<file path="src/rtl/mem_arbiter.sv">
// rtl/mem_arbiter.sv - single-port memory arbiter between instruction fetch and load/store unit
//
// Purpose:
//   Shares one req/gnt memory port between the fetch path (port 0) and the
//   load/store unit (port 1). A winning request is latched in IDLE, presented
//   on the memory bus in REQ until accepted, and its response is routed back
//   to the owner in RESP. At most one transaction is outstanding.
//
// Configuration:
//   ARB_ROUND_ROBIN_EN - when defined, a tie goes to the port that did not own
//                        the previous transaction; otherwise the LSU wins ties.
//
// Ports:
//   clk, rst                   clock, synchronous active-high reset
//   if_req_i, if_addr_i        fetch request and address
//   if_gnt_o, if_rvalid_o      fetch accepted / fetch data valid
//   if_rdata_o                 fetch data (mirrors mem_rdata_i)
//   lsu_req_i, lsu_addr_i      data request and address
//   lsu_we_i, lsu_be_i         store enable, byte enables
//   lsu_wdata_i                store data
//   lsu_gnt_o, lsu_rvalid_o    data accepted / load data valid or store done
//   lsu_rdata_o                load data (mirrors mem_rdata_i)
//   mem_req_o, mem_gnt_i       memory request handshake
//   mem_addr_o, mem_we_o       latched address, write enable
//   mem_be_o, mem_wdata_o      latched byte enables, write data
//   mem_rvalid_i, mem_rdata_i  memory response
//   busy_o                     transaction in flight

module mem_arbiter #(
  parameter int DATA_WIDTH = 32,
  parameter int ADDR_WIDTH = 32
) (
  input  logic                  clk,
  input  logic                  rst,
  input  logic                  if_req_i,
  input  logic [ADDR_WIDTH-1:0] if_addr_i,
  output logic                  if_gnt_o,
  output logic                  if_rvalid_o,
  output logic [DATA_WIDTH-1:0] if_rdata_o,
  input  logic                  lsu_req_i,
  input  logic [ADDR_WIDTH-1:0] lsu_addr_i,
  input  logic                  lsu_we_i,
  input  logic [3:0]            lsu_be_i,
  input  logic [DATA_WIDTH-1:0] lsu_wdata_i,
  output logic                  lsu_gnt_o,
  output logic                  lsu_rvalid_o,
  output logic [DATA_WIDTH-1:0] lsu_rdata_o,
  output logic                  mem_req_o,
  input  logic                  mem_gnt_i,
  output logic [ADDR_WIDTH-1:0] mem_addr_o,
  output logic                  mem_we_o,
  output logic [3:0]            mem_be_o,
  output logic [DATA_WIDTH-1:0] mem_wdata_o,
  input  logic                  mem_rvalid_i,
  input  logic [DATA_WIDTH-1:0] mem_rdata_i,
  output logic                  busy_o
);

  typedef enum logic [1:0] {
    IDLE = 2'd0,
    REQ  = 2'd1,
    RESP = 2'd2
  } state_t;

  state_t state, state_next;

  logic                  owner_lsu;  // 1 = current transaction belongs to the LSU
  logic                  latch;      // capture the winning request this cycle
  logic                  pick_lsu;   // arbitration result, valid when any request is up
  logic                  tie_lsu;    // who wins when both ports request
  logic [ADDR_WIDTH-1:0] addr_q;
  logic                  we_q;
  logic [3:0]            be_q;
  logic [DATA_WIDTH-1:0] wdata_q;

`ifdef ARB_ROUND_ROBIN_EN
  // Owner of the most recently launched transaction; starts as LSU so the
  // first tie after reset goes to fetch.
  logic last_owner_lsu;

  always_ff @(posedge clk) begin
    if (rst) begin
      last_owner_lsu <= 1'b1;
    end else if (latch) begin
      last_owner_lsu <= pick_lsu;
    end
  end

  assign tie_lsu = ~last_owner_lsu;
`else
  assign tie_lsu = 1'b1;
`endif

  assign pick_lsu = lsu_req_i & (~if_req_i | tie_lsu);

  always_ff @(posedge clk) begin
    if (rst) begin
      state <= IDLE;
    end else begin
      state <= state_next;
    end
  end

  always_comb begin
    state_next   = state;
    latch        = 1'b0;
    mem_req_o    = 1'b0;
    if_gnt_o     = 1'b0;
    lsu_gnt_o    = 1'b0;
    if_rvalid_o  = 1'b0;
    lsu_rvalid_o = 1'b0;
    case (state)
      IDLE: begin
        if (if_req_i || lsu_req_i) begin
          latch      = 1'b1;
          state_next = REQ;
        end
      end
      REQ: begin
        mem_req_o = 1'b1;
        if (mem_gnt_i) begin
          if_gnt_o   = ~owner_lsu;
          lsu_gnt_o  = owner_lsu;
          state_next = RESP;
        end
      end
      RESP: begin
        // Responses are only honoured here; anything arriving in IDLE/REQ is dropped.
        if (mem_rvalid_i) begin
          if_rvalid_o  = ~owner_lsu;
          lsu_rvalid_o = owner_lsu;
          state_next   = IDLE;
        end
      end
      default: begin
        state_next = IDLE;
      end
    endcase
  end

  // Request fields are held from the arbitration cycle until the next win,
  // so requesters may drop their inputs once accepted.
  always_ff @(posedge clk) begin
    if (rst) begin
      owner_lsu <= 1'b1;
      addr_q    <= '0;
      we_q      <= 1'b0;
      be_q      <= 4'h0;
      wdata_q   <= '0;
    end else if (latch) begin
      owner_lsu <= pick_lsu;
      if (pick_lsu) begin
        addr_q  <= lsu_addr_i;
        we_q    <= lsu_we_i;
        be_q    <= lsu_be_i;
        wdata_q <= lsu_wdata_i;
      end else begin
        addr_q  <= if_addr_i;
        we_q    <= 1'b0;
        be_q    <= 4'hF;
        wdata_q <= '0;
      end
    end
  end

  assign mem_addr_o  = addr_q;
  assign mem_we_o    = we_q;
  assign mem_be_o    = be_q;
  assign mem_wdata_o = wdata_q;
  assign if_rdata_o  = mem_rdata_i;
  assign lsu_rdata_o = mem_rdata_i;
  assign busy_o      = (state != IDLE);

endmodule

</file>
<file path="config.mk">
export PLATFORM = sky130hd
export DESIGN_NAME = mem_arbiter
export DESIGN_NICKNAME = d
export VERILOG_FILES = /design/src/rtl/mem_arbiter.sv
export SDC_FILE = /design/constraint.sdc
export NUM_CORES = 1
export LEC_CHECK = 0
export ABC_AREA = 1
export CORE_MARGIN = 3
export CORE_UTILIZATION = 35
export DETAILED_ROUTE_END_ITERATION = 7
export PLACE_DENSITY = 0.83
export SYNTH_ARGS = -nofsm -noshare
export SYNTH_HDL_FRONTEND = slang
export SYNTH_SLANG_ARGS = --single-unit
</file>
<file path="constraint.sdc">
create_clock -name clk -period 1.65 [get_ports clk]
set_input_delay 0.165 -clock clk [delete_from_list [all_inputs] [get_ports clk]]
set_output_delay 0.165 -clock clk [all_outputs]
set_load 0.01 [all_outputs]
</file>
==> summary by stage, run 1 <==
Clocking
The cell at the root of the clock tree is clkbuf_8. The clock-pin slew on the worst setup and hold paths is 0.08 ns. Clock latency on the worst-skew pair, taken at its later pin, is 0.34 ns. The number of H-tree levels is 3. For this design, the sink count on the clock tree is 72. In this run the post-CTS setup repair buffer count came out at 0. The worst-case clock buffer depth is 2. TritonCTS built the clock tree. The number of buffers created by CTS is 9.

Yosys
The most used flip-flop cell after synthesis is dfxtp_1. The number of synthesis warnings is 0. The dominant cell by count in the synthesized netlist is nand2_1. The synthesized instance count is ~560.

The cell area that synthesis handed to floorplanning was 3660 um2. By area the synthesized netlist is led by dfxtp_1 39%, nand2_1 20%, buf_4 13%. The sequential cell area fraction in the yosys report is 39.4%. The cell taking the most area after synthesis is dfxtp_1. The number of synthesized flops with an enable pin is 0. A synthesized cell averages about 6.5 um2. The top cell type by area accounts for 39.4% of the synthesized area.

After synthesis, the share of flip-flops with an asynchronous set or reset is 0%. The netlist uses 17 different library cells. The number of register bits inferred by synthesis is 72. Ranked by instance count, the synthesized netlist is headed by 198 x nand2_1, 72 x dfxtp_1, 71 x nor2_1.

The number of nets handed over by synthesis was around 700.

Timing
The clock period minus worst slack is 1.54 ns. Setup slack closes at around 0.11 ns. The total count of hold-check failures in the final report is 0.

The total setup violations reported at the end of the flow is 0. Between clock sinks in the finished design, the worst skew comes to 0.00900 ns. Timing would allow up to about 650 MHz. For the pin with the worst max-slew slack, the measured transition is approximately 0.42 ns. The number of max-slew violations in the final report is 0. The final critical path takes up 93.3% of the cycle. Headroom to the max-slew limit came out at 71.9%. Setup repair after global routing left no endpoint under its margin. The total negative slack is 0 ns.

Critical path
The worst-path maximum fanout is 4. The nature of the critical path startpoint is a register. The startpoint of the lowest-slack register-to-register path is state[1]. Setup slack on the worst reg-to-reg path comes out at 0.42 ns. The worst setup path is of the reg -> out kind. The data required time at the worst endpoint is 1.48 ns. Counting cells, the worst reg-to-reg path comes to 7.

STA classifies the critical path endpoint as an output pin. The arrival time reported for the critical path endpoint is 1.37 ns. The terminus of the critical flop-to-flop path is mem_addr_o[4].

Worst hold path
The destination of the worst hold path is mem_addr_o[16]. The start point of the worst min-delay path is lsu_req_i. The type of the most critical hold path is in -> reg. The cell depth of the worst min-delay path is 6.

Power
For this design the total switching power over the nets is 1.38 mW. The proportion of power drawn by flip-flops and latches is 42.4%. The internal power of the cells totals 3.31 mW. Per report_power, the combinational group accounts for between 20% and 30% of the total.

Net switching is 29.5% of the power. The proportion of power drawn by the clock network is 30.1%. The maximum VDD drop is around 0.57 mV.

The design draws 4.69 mW. The leakage power of the design is 2.35 nW. For this design the ratio of total power to cell area is 883 nW/um2.

Run
The tool flagged a number of max-cap violations equal to 0.

GRT
Entering global routing, the biggest net connects 51 pins. The first global-routing pass estimated 16600 um of wire. The combined global-route utilization of all metal layers is 17.6%.

The initial antenna violation count is 0. The remaining global-route overflow is 0. The number of global-route vias before repair is around 3600.

Placed design
The number of port buffers is between 150 and 200. At the end of routability-driven placement, the weighted congestion stood at 0.734. Detailed placement finished with a half-perimeter wire length of 8060 um. At the placement stage, the worst setup path has a slack of 0.0534 ns.

Detailed routing
After detailed routing, the total wire length is 10600 um. The number of DRC markers after the initial detailed-route iteration is 175. The post-detailed-route wirelength per cell is ~13 um. The routed layout has approximately 3600 vias. The via-per-instance ratio is 4.51. The first detailed-routing pass took 4 iterations. The post-detailed-route DRC marker count is 0. Once detail routing completed, the nets flagged for antenna violations numbered 0.

Finish
The area growth from synthesis to final layout is 45.1%. The proportion of layout cells with a drive suffix above 1 is 4.93%. 0 antenna diodes ended up in the layout.

The final layout contains ~800 nets.

Floorplan
Pin placement for this block handled 278 I/O pins. Measured along the x axis, the die boundary spans 108 um. The total core area is 9950 um2. In this run the core area contains 36 standard-cell rows. The floorplan step set the die height to 108 um.

The initial core utilization is 36.8%. The die area is 11700 um2.

Status
The flow ran to the end, and the final reports show no timing, DRC or antenna violations.
==> worst max-delay path, cell delays in order (launching register included) <==
cell,delay (ns)
dfxtp_2,0.39
nor2_4,0.06
inv_1,0.06
clkdlybuf4s50_1,0.54
==> routing by layer <==
metal / wire [um] / global-route usage (%) / vias up
met3: 1110 / 8.48 / 34
met1: 3880 / 17.5 / 1579
met2: 5320 / 31.7 / 162
li1: - / - / 1846
met5: 0 / 0 / -
met4: 295 / 6.49 / 0
==> area by class of cell <==
class                      instances  area [um2]
fill                            1001        4640
timing repair buffer             190        1910
sequential                        72        1440
multi-input combinational        352        1440
tap                              133         166
inverter                          40         150
clock buffer                       9         124
clock inverter                     7        77.6
==> power groups by stage <==
stage	clock (mW)	sequential, mW	combinational [mW]
final	1.41	1.99	1.29
after global routing	1.56	2.01	1.43
after CTS	1.47	1.99	1.31
after detailed placement	0	2.03	1.30
after global placement	0	2.02	1.28
after floorplan	0	2.09	0.682
==> state kept, by name, indices dropped and copies added (netlist names) <==
name,cells
owner_lsu,1
mem_wdata_o,32
mem_we_o,1
mem_addr_o,32
mem_be_o,4
state,2
==> stage by stage <==
| stage | utilization [%] | area, um2 | cells | hold slack, ns |
|---|---|---|---|---|
| floorplan | - | 3660 | 559 | 0.329 |
| global placement | 51.3 | 5100 | 787 | 0.330 |
| detailed placement | 51.3 | 5100 | 787 | 0.330 |
| CTS | 53.3 | 5300 | 803 | 0.300 |
| global route | 53.3 | 5310 | 803 | 0.330 |
| finish | 53.3 | 5310 | 803 | 0.317 |
==> worst max path at each step <==
stage,from,endpoint,slack (ns),cells after the start
global route,state[0],lsu_gnt_o,0.003,5
CTS,state[1],busy_o,0.01,3
floorplan,state[1],mem_addr_o[0],0.52,6
global placement,mem_rvalid_i,lsu_rvalid_o,0.08,4
detailed placement,mem_rvalid_i,lsu_rvalid_o,0.05,4
finish,state[1],busy_o,0.11,3
==> cells in the final DEF (no fill, tap or decap) <==
master	netlist	final
inv_2	1	1
inv_6	0	3
buf_4	65	6
bufinv_16	0	1
nor2_1	71	70
clkbuf_8	0	9
a21oi_1	39	39
clkdlybuf4s50_1	0	175
clkdlybuf4s15_1	0	1
buf_2	14	1
buf_12	0	3
dlygate4sd2_1	0	4
nand2_2	1	1
nand2_4	1	1
nor2_2	1	1
clkinv_1	1	1
dfxtp_2	0	2
inv_1	38	38
nand2_1	198	198
nand3_1	35	35
clkinvlp_4	0	1
dfxtp_1	72	70
nor3_1	2	2
nor2_4	0	1
clkinv_4	0	1
clkinv_2	0	1
o21ai_0	4	4
==> kinds of logic after synthesis <==
logic type | after synthesis | synth area share (%)
AO/OA/AOI/OAI | 43 | 5.88
buffers and inverters | 135 | 21.4
flip-flops | 72 | 39.4
AND/OR/NAND/NOR | 309 | 33.3
==> what timing repair did <==
| action | 4_1_cts | 5_1_grt |
|---|---|---|
| hold buffers | 0 | 0 |
| endpoints found under the setup margin | 5 | 3 |
| gates resized for setup | 6 | 4 |
| gates cloned | 0 | 0 |
Power figures use the tool's default switching activity.
==> run 2: changes to the inputs <==
--- a/config.mk
+++ b/config.mk
@@ -8,6 +8,7 @@
 export ABC_AREA = 1
 export CORE_MARGIN = 3
 export CORE_UTILIZATION = 35
+export CTS_CLUSTER_SIZE = 16
 export DETAILED_ROUTE_END_ITERATION = 7
 export PLACE_DENSITY = 0.83
 export SYNTH_ARGS = -nofsm -noshare
==> results of run 2 <==
Same layout as run 1: the final DEF is identical, and so are final timing and power.
